--- src/rtl/rtc_bus_pkg.sv ---
// rtl/rtc_bus_pkg.sv - step codes and step-walk helper for the RTC bus sequencer
package rtc_bus_pkg;

  localparam logic [4:0] ST_IDLE   = 5'd0;
  localparam logic [4:0] ST_SETUP1 = 5'd1;
  localparam logic [4:0] ST_SETUP2 = 5'd2;
  localparam logic [4:0] ST_SETUP3 = 5'd3;
  localparam logic [4:0] ST_ALE    = 5'd4;
  localparam logic [4:0] ST_RHIZ   = 5'd5;
  localparam logic [4:0] ST_RSET   = 5'd6;
  localparam logic [4:0] ST_RDLO   = 5'd7;
  localparam logic [4:0] ST_RDHI   = 5'd8;
  localparam logic [4:0] ST_RHOLD1 = 5'd9;
  localparam logic [4:0] ST_RHOLD2 = 5'd10;
  localparam logic [4:0] ST_PHASE  = 5'd11;
  localparam logic [4:0] ST_WRLO   = 5'd12;
  localparam logic [4:0] ST_WRHI   = 5'd13;
  localparam logic [4:0] ST_ADHI   = 5'd14;
  localparam logic [4:0] ST_WTAIL1 = 5'd15;
  localparam logic [4:0] ST_WTAIL2 = 5'd16;
  localparam logic [4:0] ST_END    = 5'd17;

  localparam int N_STEPS = 15;

  typedef struct packed {
    logic [4:0] code;
    logic       phase;
  } step_t;

  // Successor of a non-idle code; code 14 forks on direction and on which pass it is.
  function automatic step_t next_step(input logic [4:0] code, input logic wr, input logic phase);
    step_t s;
    s.code  = ST_IDLE;
    s.phase = phase;
    case (code)
      ST_SETUP1: s.code = ST_SETUP2;
      ST_SETUP2: s.code = ST_SETUP3;
      ST_SETUP3: s.code = ST_ALE;
      ST_ALE:    s.code = ST_PHASE;
      ST_PHASE:  s.code = ST_WRLO;
      ST_WRLO:   s.code = ST_WRHI;
      ST_WRHI:   s.code = ST_ADHI;
      ST_ADHI: begin
        if (!wr) begin
          s.code  = ST_RHIZ;
          s.phase = 1'b0;
        end else if (!phase) begin
          s.code  = ST_PHASE;
          s.phase = 1'b1;
        end else begin
          s.code  = ST_WTAIL1;
          s.phase = 1'b0;
        end
      end
      ST_RHIZ:   s.code = ST_RSET;
      ST_RSET:   s.code = ST_RDLO;
      ST_RDLO:   s.code = ST_RDHI;
      ST_RDHI:   s.code = ST_RHOLD1;
      ST_RHOLD1: s.code = ST_RHOLD2;
      ST_RHOLD2: s.code = ST_END;
      ST_WTAIL1: s.code = ST_WTAIL2;
      ST_WTAIL2: s.code = ST_END;
      default: begin
        s.code  = ST_IDLE;
        s.phase = 1'b0;
      end
    endcase
    return s;
  endfunction

endpackage

--- src/rtl/rtc_bus_sequencer_timer.sv ---
// rtl/rtc_bus_sequencer_timer.sv - modulo-STEP_CYC step timer with load
module rtc_step_timer #(
  parameter int STEP_CYC = 4
) (
  input  logic clk,
  input  logic clr,
  input  logic load,
  input  logic en,
  output logic step_wrap
);

  localparam int CW = (STEP_CYC > 2) ? $clog2(STEP_CYC) : 1;
  localparam logic [CW-1:0] LAST = CW'(STEP_CYC - 1);

  logic [CW-1:0] cnt_q, cnt_d;

  assign step_wrap = en && !load && (cnt_q == LAST);

  always_comb begin
    cnt_d = cnt_q;
    if (load) begin
      cnt_d = '0;
    end else if (en) begin
      cnt_d = step_wrap ? '0 : cnt_q + 1'b1;
    end
  end

  always_ff @(posedge clk or posedge clr) begin
    if (clr) begin
      cnt_q <= '0;
    end else begin
      cnt_q <= cnt_d;
    end
  end

endmodule

--- src/rtl/rtc_bus_sequencer.sv ---
// rtl/rtc_bus_sequencer.sv - RTC multiplexed AD bus-cycle sequencer
module rtc_bus_sequencer
  import rtc_bus_pkg::*;
#(
  parameter int STEP_CYC = 4,
  parameter int DW       = 8
) (
  input  logic          clk,
  input  logic          clr,
  input  logic          req,
  input  logic          wr_nrd,
  input  logic [DW-1:0] addr,
  input  logic [DW-1:0] wdata,
  output logic          busy,
  output logic          done,
  output logic [DW-1:0] rdata,
  output logic [4:0]    estado,
  output logic          cont_es,
  output logic [DW-1:0] ad_out,
  output logic          ad_oe,
  input  logic [DW-1:0] ad_in
);

  logic [4:0]    estado_q, estado_d;
  logic          phase_q, phase_d;
  logic          done_q, done_d;
  logic          guard_q, guard_d;
  logic [DW-1:0] rdata_q, rdata_d;
  logic [DW-1:0] ad_out_q, ad_out_d;
  logic          ad_oe_q, ad_oe_d;
  logic          wr_q;
  logic [DW-1:0] addr_q, wdata_q;

  logic  idle, accept, tmr_en, step_wrap;
  step_t nxt;

  assign idle   = (estado_q == ST_IDLE);
  assign accept = idle && req && guard_q;
  // The timer also paces the CS recovery window while idle.
  assign tmr_en = !idle || !guard_q;

  rtc_step_timer #(.STEP_CYC(STEP_CYC)) u_timer (
    .clk       (clk),
    .clr       (clr),
    .load      (accept),
    .en        (tmr_en),
    .step_wrap (step_wrap)
  );

  always_comb begin
    nxt      = next_step(estado_q, wr_q, phase_q);
    estado_d = estado_q;
    phase_d  = phase_q;
    done_d   = 1'b0;
    guard_d  = guard_q;
    rdata_d  = rdata_q;
    ad_out_d = ad_out_q;
    ad_oe_d  = ad_oe_q;
    if (accept) begin
      estado_d = ST_SETUP1;
      phase_d  = 1'b0;
    end else if (step_wrap && !idle) begin
      estado_d = nxt.code;
      phase_d  = nxt.phase;
      if (estado_q == ST_END) begin
        done_d  = 1'b1;
        guard_d = 1'b0;
      end
      if (estado_q == ST_RDLO) begin
        rdata_d = ad_in;
      end
      if (nxt.code == ST_ALE) begin
        ad_oe_d  = 1'b1;
        ad_out_d = addr_q;
      end
      if (nxt.code == ST_PHASE && nxt.phase) begin
        ad_out_d = wdata_q;
      end
      if (nxt.code == ST_WTAIL1 || nxt.code == ST_RHIZ) begin
        ad_oe_d = 1'b0;
      end
    end else if (step_wrap && idle) begin
      guard_d = 1'b1;
    end
  end

  always_ff @(posedge clk or posedge clr) begin
    if (clr) begin
      estado_q <= ST_IDLE;
      phase_q  <= 1'b0;
      done_q   <= 1'b0;
      guard_q  <= 1'b1;
      rdata_q  <= '0;
      ad_out_q <= '0;
      ad_oe_q  <= 1'b0;
    end else begin
      estado_q <= estado_d;
      phase_q  <= phase_d;
      done_q   <= done_d;
      guard_q  <= guard_d;
      rdata_q  <= rdata_d;
      ad_out_q <= ad_out_d;
      ad_oe_q  <= ad_oe_d;
    end
  end

  always_ff @(posedge clk or posedge clr) begin
    if (clr) begin
      wr_q    <= 1'b0;
      addr_q  <= '0;
      wdata_q <= '0;
    end else if (accept) begin
      wr_q    <= wr_nrd;
      addr_q  <= addr;
      wdata_q <= wdata;
    end
  end

  assign busy    = !idle;
  assign done    = done_q;
  assign rdata   = rdata_q;
  assign estado  = estado_q;
  assign cont_es = phase_q;
  assign ad_out  = ad_out_q;
  assign ad_oe   = ad_oe_q;

endmodule

--- config.mk ---
export PLATFORM = sky130hd
export DESIGN_NAME = rtc_bus_sequencer
export DESIGN_NICKNAME = d
export VERILOG_FILES = /design/src/rtl/rtc_bus_pkg.sv /design/src/rtl/rtc_bus_sequencer_timer.sv /design/src/rtl/rtc_bus_sequencer.sv
export SDC_FILE = /design/constraint.sdc
export NUM_CORES = 1
export LEC_CHECK = 0
export BUFFER_PORTS_ARGS = -buffer_cell sky130_fd_sc_hd__buf_2
export CORE_ASPECT_RATIO = 1.75
export CORE_UTILIZATION = 45
export CTS_CLUSTER_SIZE = 10
export DETAILED_ROUTE_END_ITERATION = 16
export PLACE_DENSITY = 0.78
export SYNTH_ARGS = -nofsm -noshare
export SYNTH_HDL_FRONTEND = slang
export SYNTH_SLANG_ARGS = --single-unit
--- constraint.sdc ---
create_clock -name clk -period 2.6 [get_ports clk]
set_clock_uncertainty 0.2 [all_clocks]
set_input_delay 0.65 -clock clk [delete_from_list [all_inputs] [get_ports clk]]
set_output_delay 0.65 -clock clk [all_outputs]
set_load 0.03 [all_outputs]
==> metrics <==
Synth Area in XOR/XNOR=0.808%; Unique masters post-synth=between 40 and 50; post-DP HPWL=3.35 mm; vias in the first global route=1506; fin cells=291; Netlist Area Pre-Place=about 2200 µm²; Worst-Margin Slew=535 ps; placed cell areas=2520 µm²; # Max-Cap Violations=0; Avg Inst Size Synth=12.3 µm²; clock sinks=44; VDD IR max=0.000403 V; endpoints failing hold=0; worst min path class=input port to async pin; CTS H-tree depth=2; register area share after synthesis=between 50 and 60%; first-pass GRT wire length=6.96 mm; WL final=between 4 and 5 mm; Initial DRC Count=13; input/output buffers=52; critical path data required time=1750 ps; design area=2600 µm²; Static Leak=0.00128 µW; largest family of logic cells by synthesized area=simple AND/OR/NAND/NOR gates; Clock Path Buffers=2; max_slew headroom=64.4%; Synth Flop Type=dfrtp_1; Placed Cells=between 200 and 300; post-synth net total=206; top layer in use=met4; chip width=54.5 µm; kind of critical path=flop to output port; post-synthesis adder-cell area fraction=0.577%; RSZ-0062 raised after global routing=false; Rows=33; Core Footprint=4670 µm²; asr flop ratio synth=100%; Starting Density=a little under half; reg2reg setup slack=210 ps; top post-synthesis cells by area=dfrtp_1 (50%), mux2_2 (14%), or2b_1 (3.5%); crit-path max FO=17; vias per cell=5.41; Met2 Wirelength=between 2 and 2.5 mm; antenna violations before repair=0; Synth top area share=49.6%; synth warn=0; Gate Count Post-Synth=between 150 and 200; Die Ht=93.8 µm; Routed Antenna Nets=0; met1 WL=between 1.5 and 2 mm; length of routed met3 wiring=130 µm; Slew Limit Fails=0; via count=1574; Period minus WS final=2510 ps; largest area contributor in the netlist=dfrtp_1; CTS tree=done; most frequent cell after synthesis=dfrtp_1; CTS buffer count=5; DR pass1 iterations=4; clk_lat worst skew=about 290 ps; Antenna diodes=0; # nets final=267; die area=5110 µm²; setup_tns=0 ps; Worst-path clk slew=around 80 ps; CP startpoint kind=flop; boundary pin count=53; EDFF count, synth=0; CP arrival=approximately 1700 ps; Final Cycle Share=96.6%; Setup Fix Bufs, Post-CTS=0; mux contribution to synthesized area=14.0%; Post-Route Utilization=55.8%; post-synthesis register bit count=between 40 and 50; final number of setup-violating endpoints=0; largest net degree at the start of global routing=45; commonest cells in the synthesized netlist=dfrtp_1 (43), mux2_2 (26), nand2_1 (11), nor2_1 (11), or2b_1 (10); worst hold margin=275 ps; Area Overhead vs Synth=20.0%; f_max=roughly 400 MHz; post-synthesis simple-gate area fraction=17.7%; total track usage=19.1%; layout cells sized above 1=49.0%; Overflow after GRT=0; Synth Area in Compound Gates=~12%; PD cells=443 nW/µm²; Routed WL per cell=14.8 µm; Root Buffer=clkbuf_8; status=completed; Routability Congestion=0.835; CP endpoint kind=output port; drc violations=0
[layout by cell type, fill, tap and decap left out, types with 2 or more instances in the layout]
master and n:
a211oi_2 2, a21oi_1 7, and2_1 2, and3_1 2, buf_2 52, buf_4 13, clkbuf_1 2, clkbuf_8 5
dfrtp_1 41, dfrtp_2 2, inv_1 3, mux2_2 26, nand2_1 11, nand2b_1 4, nand3_1 2, nand3b_1 2
nor2_1 11, nor2b_1 2, nor3_2 2, o21ai_0 5, o221a_1 4, o221a_2 4, or2b_1 10, xnor2_1 2
[per-layer routing]
layer | vias up | GRT usage, %
met2 | 41 | 31.8
met3 | 12 | 3.88
met4 | 0 | 9.62
li1 | 753 | -
met1 | 768 | 22.0
met5 | - | 0
[metrics by stage]
| step | total power (µW) | setup slack, ps |
|---|---|---|
| floorplan | 736 | 176 |
| global placement | 766 | 171 |
| detailed placement | 768 | 113 |
| CTS | 1170 | 29.3 |
| global route | 1200 | 5.56 |
| finish | 1150 | 88.2 |
[critical path, cell delays in order (launching register included)]
cell,delay [ps]
dfrtp_2,520
or3_4,420
nor3_2,160
inv_1,90
buf_2,180
[power by group]
part           internal (µW)  switching, µW  leakage [µW]
Combinational           24.4           35.2      0.000658
Clock                    189            211     0.0000422
Sequential               690           2.83      0.000582
Total                    903            249       0.00128
[layout make-up]
type / instances / area, µm²
Clock buffer: 7 / 76.3
Clock inverter: 1 / 5.00
Fill cell: 425 / 2060
Inverter: 4 / 15.0
Multi-Input combinational cell: 118 / 977
Sequential cell: 44 / 1100
Tap cell: 52 / 65.1
Timing Repair Buffer: 65 / 358
[logic make-up (layout without fill, tap and decap cells)]
group	after synthesis	after routing
AND/OR/NAND/NOR	57	57
flip-flops	44	44
AO/OA/AOI/OAI	31	31
multiplexers	27	27
buffers and inverters	15	77
XOR/XNOR	2	2
adder cells (fa/ha/maj)	1	1
[path summary, 6_finish.rpt]
kind,from,to,depth (start not counted)
max reg2reg,estado[2],ad_out[2],6
max in group asynchronous,clr,estado[1],3
min,clr,rdata[1],3
min reg2reg,rdata[4],rdata[4],1
min in group clk,rdata[4],rdata[4],1
max,estado[3],busy,4
[sequential cells by signal (all words and copies together) (netlist names)]
register	count
wr_q	1
ad_oe	1
addr_q	8
estado	5
done	1
rdata	8
cont_es	1
guard_q	1
wdata_q	8
u_timer.cnt_q	2
ad_out	8
[repair_timing]
item	4_1_cts	5_1_grt
hold endpoints to repair	0	0
gates resized for setup	1	1
hold buffers	0	0
setup endpoints to repair	1	1
Power figures use the tool's default switching activity.
